File: src/rtl/mem_wb_if.sv
// MEM/WB boundary bundle: EX/MEM-side capture inputs, pipeline control, WB-side outputs.
// Carries no logic; the register stage supplies the one-cycle latency.
// stall/flush travel with the bundle so the stage freezes or drops as a unit.
interface mem_wb_if #(
    parameter int XLEN  = 32,
    parameter int CNT_W = 64
);
    logic             stall;
    logic             flush;
    logic             in_valid;
    logic             in_reg_write;
    logic             in_mem_read;
    logic [4:0]       in_rd;
    logic [2:0]       in_funct3;
    logic [1:0]       in_byte_off;
    logic [XLEN-1:0]  in_alu_result;
    logic [XLEN-1:0]  in_mem_rdata;

    logic             wb_valid;
    logic             wb_reg_write;
    logic             wb_mem_read;
    logic [4:0]       wb_rd;
    logic [XLEN-1:0]  wb_alu_result;
    logic [XLEN-1:0]  wb_load_data;
    logic [XLEN-1:0]  wb_write_data;
    logic [CNT_W-1:0] instret;

    // upstream pipeline / control side
    modport master (
        output stall, flush, in_valid, in_reg_write, in_mem_read, in_rd,
               in_funct3, in_byte_off, in_alu_result, in_mem_rdata,
        input  wb_valid, wb_reg_write, wb_mem_read, wb_rd, wb_alu_result,
               wb_load_data, wb_write_data, instret
    );

    // the MEM/WB register stage itself
    modport slave (
        input  stall, flush, in_valid, in_reg_write, in_mem_read, in_rd,
               in_funct3, in_byte_off, in_alu_result, in_mem_rdata,
        output wb_valid, wb_reg_write, wb_mem_read, wb_rd, wb_alu_result,
               wb_load_data, wb_write_data, instret
    );
endinterface

File: src/rtl/mem_wb_stage.sv
// MEM/WB pipeline register with sub-word load extension and retired-instruction counter.
// Latency: 1 cycle EX/MEM -> WB; only wb_write_data is combinational (mux of registers).
// Backpressure: stall freezes every register and the counter; flush inserts a bubble and wins.
module mem_wb_stage #(
    parameter int XLEN  = 32,
    parameter int CNT_W = 64
) (
    input  logic      clk,
    input  logic      rst,
    mem_wb_if.slave   bus
);

    logic             vld_q;
    logic             reg_write_q;
    logic             mem_read_q;
    logic [4:0]       rd_q;
    logic [XLEN-1:0]  alu_q;
    logic [XLEN-1:0]  load_q;
    logic [CNT_W-1:0] instret_q;

    logic [7:0]       sel_byte;
    logic [15:0]      sel_half;
    logic [XLEN-1:0]  load_ext;
    logic             capture;

    assign capture = !bus.flush && !bus.stall;

    // Pick the addressed byte/half from the aligned word and extend per load type.
    always_comb begin
        sel_byte = bus.in_mem_rdata[7:0];
        case (bus.in_byte_off)
            2'd0:    sel_byte = bus.in_mem_rdata[7:0];
            2'd1:    sel_byte = bus.in_mem_rdata[15:8];
            2'd2:    sel_byte = bus.in_mem_rdata[23:16];
            default: sel_byte = bus.in_mem_rdata[31:24];
        endcase
        sel_half = bus.in_byte_off[1] ? bus.in_mem_rdata[31:16] : bus.in_mem_rdata[15:0];
        load_ext = bus.in_mem_rdata;
        case (bus.in_funct3)
            3'b000:  load_ext = {{(XLEN-8){sel_byte[7]}}, sel_byte};
            3'b100:  load_ext = {{(XLEN-8){1'b0}}, sel_byte};
            3'b001:  load_ext = {{(XLEN-16){sel_half[15]}}, sel_half};
            3'b101:  load_ext = {{(XLEN-16){1'b0}}, sel_half};
            default: load_ext = bus.in_mem_rdata;
        endcase
    end

    // Stage registers: flush drops to a bubble, stall holds, otherwise capture with
    // write-enable / load flag qualified here so a bubble or x0 can never forward.
    always_ff @(posedge clk or posedge rst) begin
        if (rst) begin
            vld_q       <= 1'b0;
            reg_write_q <= 1'b0;
            mem_read_q  <= 1'b0;
            rd_q        <= 5'd0;
            alu_q       <= '0;
            load_q      <= '0;
        end else if (bus.flush) begin
            vld_q       <= 1'b0;
            reg_write_q <= 1'b0;
            mem_read_q  <= 1'b0;
            rd_q        <= 5'd0;
            alu_q       <= '0;
            load_q      <= '0;
        end else if (!bus.stall) begin
            vld_q       <= bus.in_valid;
            reg_write_q <= bus.in_valid && bus.in_reg_write && (bus.in_rd != 5'd0);
            mem_read_q  <= bus.in_valid && bus.in_mem_read;
            rd_q        <= bus.in_rd;
            alu_q       <= bus.in_alu_result;
            load_q      <= load_ext;
        end
    end

    // Count each real instruction captured; wraps naturally at 2^CNT_W.
    always_ff @(posedge clk or posedge rst) begin
        if (rst) begin
            instret_q <= '0;
        end else if (capture && bus.in_valid) begin
            instret_q <= instret_q + 1'b1;
        end
    end

    assign bus.wb_valid      = vld_q;
    assign bus.wb_reg_write  = reg_write_q;
    assign bus.wb_mem_read   = mem_read_q;
    assign bus.wb_rd         = rd_q;
    assign bus.wb_alu_result = alu_q;
    assign bus.wb_load_data  = load_q;
    assign bus.wb_write_data = mem_read_q ? load_q : alu_q;
    assign bus.instret       = instret_q;

endmodule

File: src/flat_wrapper.sv
// flat-port wrapper written by rule: the top's interface ports become plain ports
module mem_wb_stage_flat 
#(
    parameter int XLEN  = 32,
    parameter int CNT_W = 64
)
  (clk, rst, bus_stall, bus_flush, bus_in_valid, bus_in_reg_write, bus_in_mem_read, bus_in_rd, bus_in_funct3, bus_in_byte_off, bus_in_alu_result, bus_in_mem_rdata, bus_wb_valid, bus_wb_reg_write, bus_wb_mem_read, bus_wb_rd, bus_wb_alu_result, bus_wb_load_data, bus_wb_write_data, bus_instret);
  mem_wb_if #(.XLEN(XLEN), .CNT_W(CNT_W)) bus_i ();
  input  logic clk;
  input  logic rst;
  input wire logic [$bits(bus_i.stall)-1:0] bus_stall;
  input wire logic [$bits(bus_i.flush)-1:0] bus_flush;
  input wire logic [$bits(bus_i.in_valid)-1:0] bus_in_valid;
  input wire logic [$bits(bus_i.in_reg_write)-1:0] bus_in_reg_write;
  input wire logic [$bits(bus_i.in_mem_read)-1:0] bus_in_mem_read;
  input wire logic [$bits(bus_i.in_rd)-1:0] bus_in_rd;
  input wire logic [$bits(bus_i.in_funct3)-1:0] bus_in_funct3;
  input wire logic [$bits(bus_i.in_byte_off)-1:0] bus_in_byte_off;
  input wire logic [$bits(bus_i.in_alu_result)-1:0] bus_in_alu_result;
  input wire logic [$bits(bus_i.in_mem_rdata)-1:0] bus_in_mem_rdata;
  output wire logic [$bits(bus_i.wb_valid)-1:0] bus_wb_valid;
  output wire logic [$bits(bus_i.wb_reg_write)-1:0] bus_wb_reg_write;
  output wire logic [$bits(bus_i.wb_mem_read)-1:0] bus_wb_mem_read;
  output wire logic [$bits(bus_i.wb_rd)-1:0] bus_wb_rd;
  output wire logic [$bits(bus_i.wb_alu_result)-1:0] bus_wb_alu_result;
  output wire logic [$bits(bus_i.wb_load_data)-1:0] bus_wb_load_data;
  output wire logic [$bits(bus_i.wb_write_data)-1:0] bus_wb_write_data;
  output wire logic [$bits(bus_i.instret)-1:0] bus_instret;
  assign bus_i.stall = bus_stall;
  assign bus_i.flush = bus_flush;
  assign bus_i.in_valid = bus_in_valid;
  assign bus_i.in_reg_write = bus_in_reg_write;
  assign bus_i.in_mem_read = bus_in_mem_read;
  assign bus_i.in_rd = bus_in_rd;
  assign bus_i.in_funct3 = bus_in_funct3;
  assign bus_i.in_byte_off = bus_in_byte_off;
  assign bus_i.in_alu_result = bus_in_alu_result;
  assign bus_i.in_mem_rdata = bus_in_mem_rdata;
  assign bus_wb_valid = bus_i.wb_valid;
  assign bus_wb_reg_write = bus_i.wb_reg_write;
  assign bus_wb_mem_read = bus_i.wb_mem_read;
  assign bus_wb_rd = bus_i.wb_rd;
  assign bus_wb_alu_result = bus_i.wb_alu_result;
  assign bus_wb_load_data = bus_i.wb_load_data;
  assign bus_wb_write_data = bus_i.wb_write_data;
  assign bus_instret = bus_i.instret;
  mem_wb_stage #(.XLEN(XLEN), .CNT_W(CNT_W)) u_core (.clk(clk), .rst(rst), .bus(bus_i));
endmodule
File: config.mk
export PLATFORM = sky130hd
export DESIGN_NAME = mem_wb_stage_flat
export DESIGN_NICKNAME = d
export VERILOG_FILES = /design/src/rtl/mem_wb_if.sv /design/src/rtl/mem_wb_stage.sv /design/src/flat_wrapper.sv
export SDC_FILE = /design/constraint.sdc
export NUM_CORES = 1
export LEC_CHECK = 0
export CORE_MARGIN = 5
export CORE_UTILIZATION = 40
export DETAILED_ROUTE_END_ITERATION = 16
export PLACE_DENSITY = 0.76
export RECOVER_POWER = 100
export SYNTH_ARGS = -nofsm -noshare
export SYNTH_HDL_FRONTEND = slang
export SYNTH_SLANG_ARGS = --single-unit
File: constraint.sdc
create_clock -name clk -period 4.7 [get_ports clk]
set_clock_uncertainty 0.05 [all_clocks]
set_input_delay 0.94 -clock clk [delete_from_list [all_inputs] [get_ports clk]]
set_output_delay 0.94 -clock clk [all_outputs]
set_load 0.02 [all_outputs]
* Word-level counts from Yosys, hierarchy flattened
Index checks and enable logic that the tools add are counted.
** Storage, ports and cells
- Bits in registers :: 136
- Latch bits :: 0
- RAM bits :: 0
- Memory bits (read-only) :: 0
- Input bits :: 81
- Output and inout port bits :: 168
- Logic and storage cells :: 40
- Memories :: 0
** Operators by class
- $add $sub $neg :: 1
- $mul :: 0
- Divide/modulo/power cells :: 0
- Order comparisons :: 0
- Equality and inequality tests :: 6
- Shift operators :: 0
- Mux-type cells :: 16
- Bitwise gates (word level) :: 0
- Reductions and logical operators :: 10
** Operators by type and width (count)
- 32-bit two-way mux :: 5
- 32-bit one-hot mux with 4 select lines :: 1
- 64-bit by 1-bit adder with 64-bit output, second input constant :: 1
- 8-bit one-hot mux with 3 select lines :: 1
- 16-bit two-way mux :: 1
- 5-bit two-way mux :: 2
- 3-bit equality test, second input constant :: 2
- 1-bit two-way mux :: 6
- 1-bit logical AND :: 5
- 5-bit nonzero test :: 1
- 3-bit by 1-bit equality test with 1-bit output, second input constant :: 1
- 3-bit logical NOT :: 1
- 2-bit by 1-bit equality test with 1-bit output, second input constant :: 1
- 2-bit equality test, second input constant :: 1
- 1-bit logical NOT :: 2
- 2-bit logical NOT :: 1
- 2-bit by 1-bit inequality test with 1-bit output, second input constant :: 1

* Longest topological paths before layout
- Depth after elaboration :: 5
- Depth in mapped cells :: 7
- Mapped depth without buffers :: 5

* Worst setup path after synthesis
OpenSTA, ideal clock, no wires.
- Path type :: input-to-reg
- Start :: input bus_flush
- End :: register u_core.instret_q[39] (netlist: u_core.bus.instret[39])
- Library setup time :: 80 ps
- Arrival :: 2627 ps
- Data required time :: 4570 ps
- Slack :: 1943 ps
- Stages :: 7
- Path buffers :: 2
- Path through :: buf_6 and4bb_4 nand4_4 or4_1 buf_4 nor4_4 xor2_1
** On the way
- Word-level cells in the longest chain between the ends :: 3
** RTL lines
- start, declared :: RTL line flat_wrapper.sv:12 : input wire logic [$bits(bus_i.flush)-1:0] bus_flush;
- 1-bit logical NOT :: RTL line mem_wb_stage.sv:26 : assign capture = !bus.flush && !bus.stall;
- 1-bit logical AND :: RTL line mem_wb_stage.sv:26
- 1-bit logical AND :: RTL line mem_wb_stage.sv:79 : end else if (capture && bus.in_valid) begin
- end signal, assigned :: RTL line mem_wb_stage.sv:80 : instret_q <= instret_q + 1'b1;
- end, declared :: RTL line mem_wb_stage.sv:19 : logic [CNT_W-1:0] instret_q;
No other way between the ends.
A chain may end at the register's enable or synchronous reset.

* Final worst setup path
- Start :: input bus_stall
- End :: register u_core.load_q[24] (netlist: u_core.bus.wb_load_data[24])
** On the way
- Word-level cells in the longest chain between the ends :: 1
** RTL lines
- start, declared :: RTL line flat_wrapper.sv:11 : input wire logic [$bits(bus_i.stall)-1:0] bus_stall;
- 2-bit by 1-bit inequality test with 1-bit output (no line)
- end signal, assigned :: RTL line mem_wb_stage.sv:71 : load_q <= load_ext;
- end, declared :: RTL line mem_wb_stage.sv:18 : logic [XLEN-1:0] load_q;
No other way between the ends.

==> metrics.cfg <==
[clocking]
cts.clk_slew.worst_paths_ns=0.06
cts_hold_buf=0
cts-htree-levels=4
cts_tree=built
cts.sinks=136
cts_buffers=17
post_cts_buffers=0
cts_resized=0
root_buffer=clkbuf_16
clock_latency_ns=0.42
cts_max_path_buffers=2

[synthesis]
netlist_instances=620
synth.cell_area_sq_um=6660
synth-edff-count=0
synthesis.nets=702
syn-mean-instance-area_sq_um=10.7
ys_seq_area_share_pct=51.1
synthDistinctLibCells=46
synthFlopType=dfrtp_1
ys_ff_latch=136
yosys_warnings=0
ys_async_sr_fraction_pct=100

[drt]
dr.pass1.iters=5
via_per_inst=5.22
routed-via-count=5732
drc=0
wire_per_inst_um=18.6
wl_um=20400
first_iter_violations=315
ant_nets=0

[worst_setup_path]
critPathRequiredTime_ns=5.00
path_class=in2reg
crit_path_start_kind=primary input
cp_max_fo=55
endpoint_kind=flop
worst-endpoint-arrival_ns=3.69

[layout]
nNetsFinal=946
final_common_cell=dlygate4sd3_1
drive_gt1_share_pct=9.01
nFillCells=1399
fin_cells=1098
fin_util_pct=60.1
area_delta_synth_final_pct=48.7
final_cell_mix=169 x dlygate4sd3_1, 136 x dfrtp_1, 77 x clkdlybuf4s50_1, 66 x nor2_1

[floorplan]
ios=249
chipWidth_um=139
start_util_pct=40.4
core_area_sq_um=16500
rows=47
die_area_sq_um=19300
die_h_um=139

[global_routing]
grt_usage_pct=20.9
grt_pass1_vias=5658
grt_max_degree=105
grt_pass1_wl_um=32100
globalRouteOverflowTotal=0
grt_antenna_before_repair=1

[sta]
fin_tns_setup_ns=0
maxSlewViolCount=161
slew_headroom_pct=-49.0
finalHoldViolations=0
fin_crit_sh_pct=72.2
finalSetupViolations=0
fin_crit_ns=3.39
worst_pin_slew_ns=2.24
fin_hold_ws_ns=0.421
max_freq_ghz=0.295
rsz0062_at_grt=false

[place]
place.gp.congestion=0.934
dpl.hpwl_um=15200
io_buffer_count=248
dp_cells=1065

[run]
cap_violations=2

[pwr]
max-vdd-ir-drop_v=0.000252
fin_total_pwr_mw=3.14
p_leak_nw=4.73
p_per_area_nw_per_um2=317

[hold_path]
hp-class=reg2reg

[run_status]
violations=max-capacitance violations, max-slew violations
status=finished, violations left

==> state kept, by name (all words and copies together), names as in the netlist <==
register / flops
u_core.bus.wb_alu_result: 32
u_core.bus.instret: 64
u_core.bus.wb_load_data: 32
u_core.bus.wb_rd: 5
u_core.bus.wb_valid: 1
u_core.bus.wb_mem_read: 1
u_core.bus.wb_reg_write: 1
==> layout make-up <==
cell class / instances / area (sq um) / share of cell area [%]
sequential: 136 / 3400 / 34.4
multi-input combinational: 437 / 3030 / 30.6
timing repair buffer: 256 / 2520 / 25.5
clock buffer: 19 / 453 / 4.58
tap: 220 / 275 / 2.78
clock inverter: 13 / 145 / 1.47
inverter: 16 / 63.8 / 0.645
antenna: 1 / 2.50 / 0.0253
==> through the flow <==
| stage | area, sq um | worst slack (ns) |
|---|---|---|
| 2_1_floorplan | 6660 | 0.0705 |
| 3_3_place_gp | 9340 | 1.41 |
| 3_5_place_dp | 9340 | 1.34 |
| 4_1_cts | 9940 | 1.53 |
| 5_1_grt | 9890 | 0.831 |
| 6_report | 9900 | 1.31 |
==> worst max-delay path: stages <==
cell      delay (ns)
clkbuf_1        0.12
clkbuf_2        1.23
inv_1           0.55
nor2_1          0.35
buf_4           0.29
a22o_1          0.17
==> cell usage after synthesis (3+ instances only) <==
library cell  instances  area share, %
a21oi_1              16            1.2
a221oi_1              3           0.39
a22o_1               18            2.4
a2bb2oi_1             6           0.79
and3_1                5           0.47
and4_1                3           0.39
buf_1                 3           0.17
clkbuf_1             26            1.5
dfrtp_1             136             51
inv_1                15           0.85
mux2_2               35            5.9
mux2i_1              43            6.5
nand2_1              43            2.4
nand2b_1             19            1.8
nand3_1              22            1.7
nand4_1              16            1.5
nor2_1               66            3.7
nor2b_1               8           0.75
nor3_1               19            1.4
nor4_1                9           0.85
o21ai_0               4           0.30
o221ai_1             12            1.6
or2_2                 3           0.28
or3_1                 4           0.38
xnor2_1              34            4.5
xor2_1               29            3.8
==> cells by family after synthesis <==
logic type,count (synthesis),synth area share [%]
flip-flops,136,51.1
AND/OR/NAND/NOR,228,17.4
adder cells (fa/ha/maj),1,0.188
AO/OA/AOI/OAI,66,7.43
multiplexers,79,12.7
XOR/XNOR,63,8.29
buffers and inverters,47,2.82
==> where the power goes <==
group / total [mW] / switching, mW / internal [mW]
sequential: 1.29 / 0.0589 / 1.23
combinational: 0.513 / 0.267 / 0.246
clock: 1.34 / 0.528 / 0.814
==> final timing paths <==
check                                        from                            to  slack, ns  cells after the start
max                                     bus_stall   u_core.bus.wb_load_data[24]       1.31                      6
min                        u_core.bus.instret[63]        u_core.bus.instret[63]       0.42                      1
max reg2reg                 u_core.bus.instret[2]        u_core.bus.instret[39]       2.18                      5
min reg2reg                u_core.bus.instret[63]        u_core.bus.instret[63]       0.42                      1
max in group asynchronous                     rst   u_core.bus.wb_load_data[20]       1.35                      3
min in group asynchronous                     rst  u_core.bus.wb_alu_result[28]       1.61                      2
==> layer usage <==
metal | part of all wire, % | GRT usage, %
met3 | 5.6 | 4.83
met2 | 48 | 34.1
met5 | 0.064 | 0
met4 | 2.4 | 8.14
met1 | 43 | 27.1
Note: power is estimated with default switching activity, not from simulation.
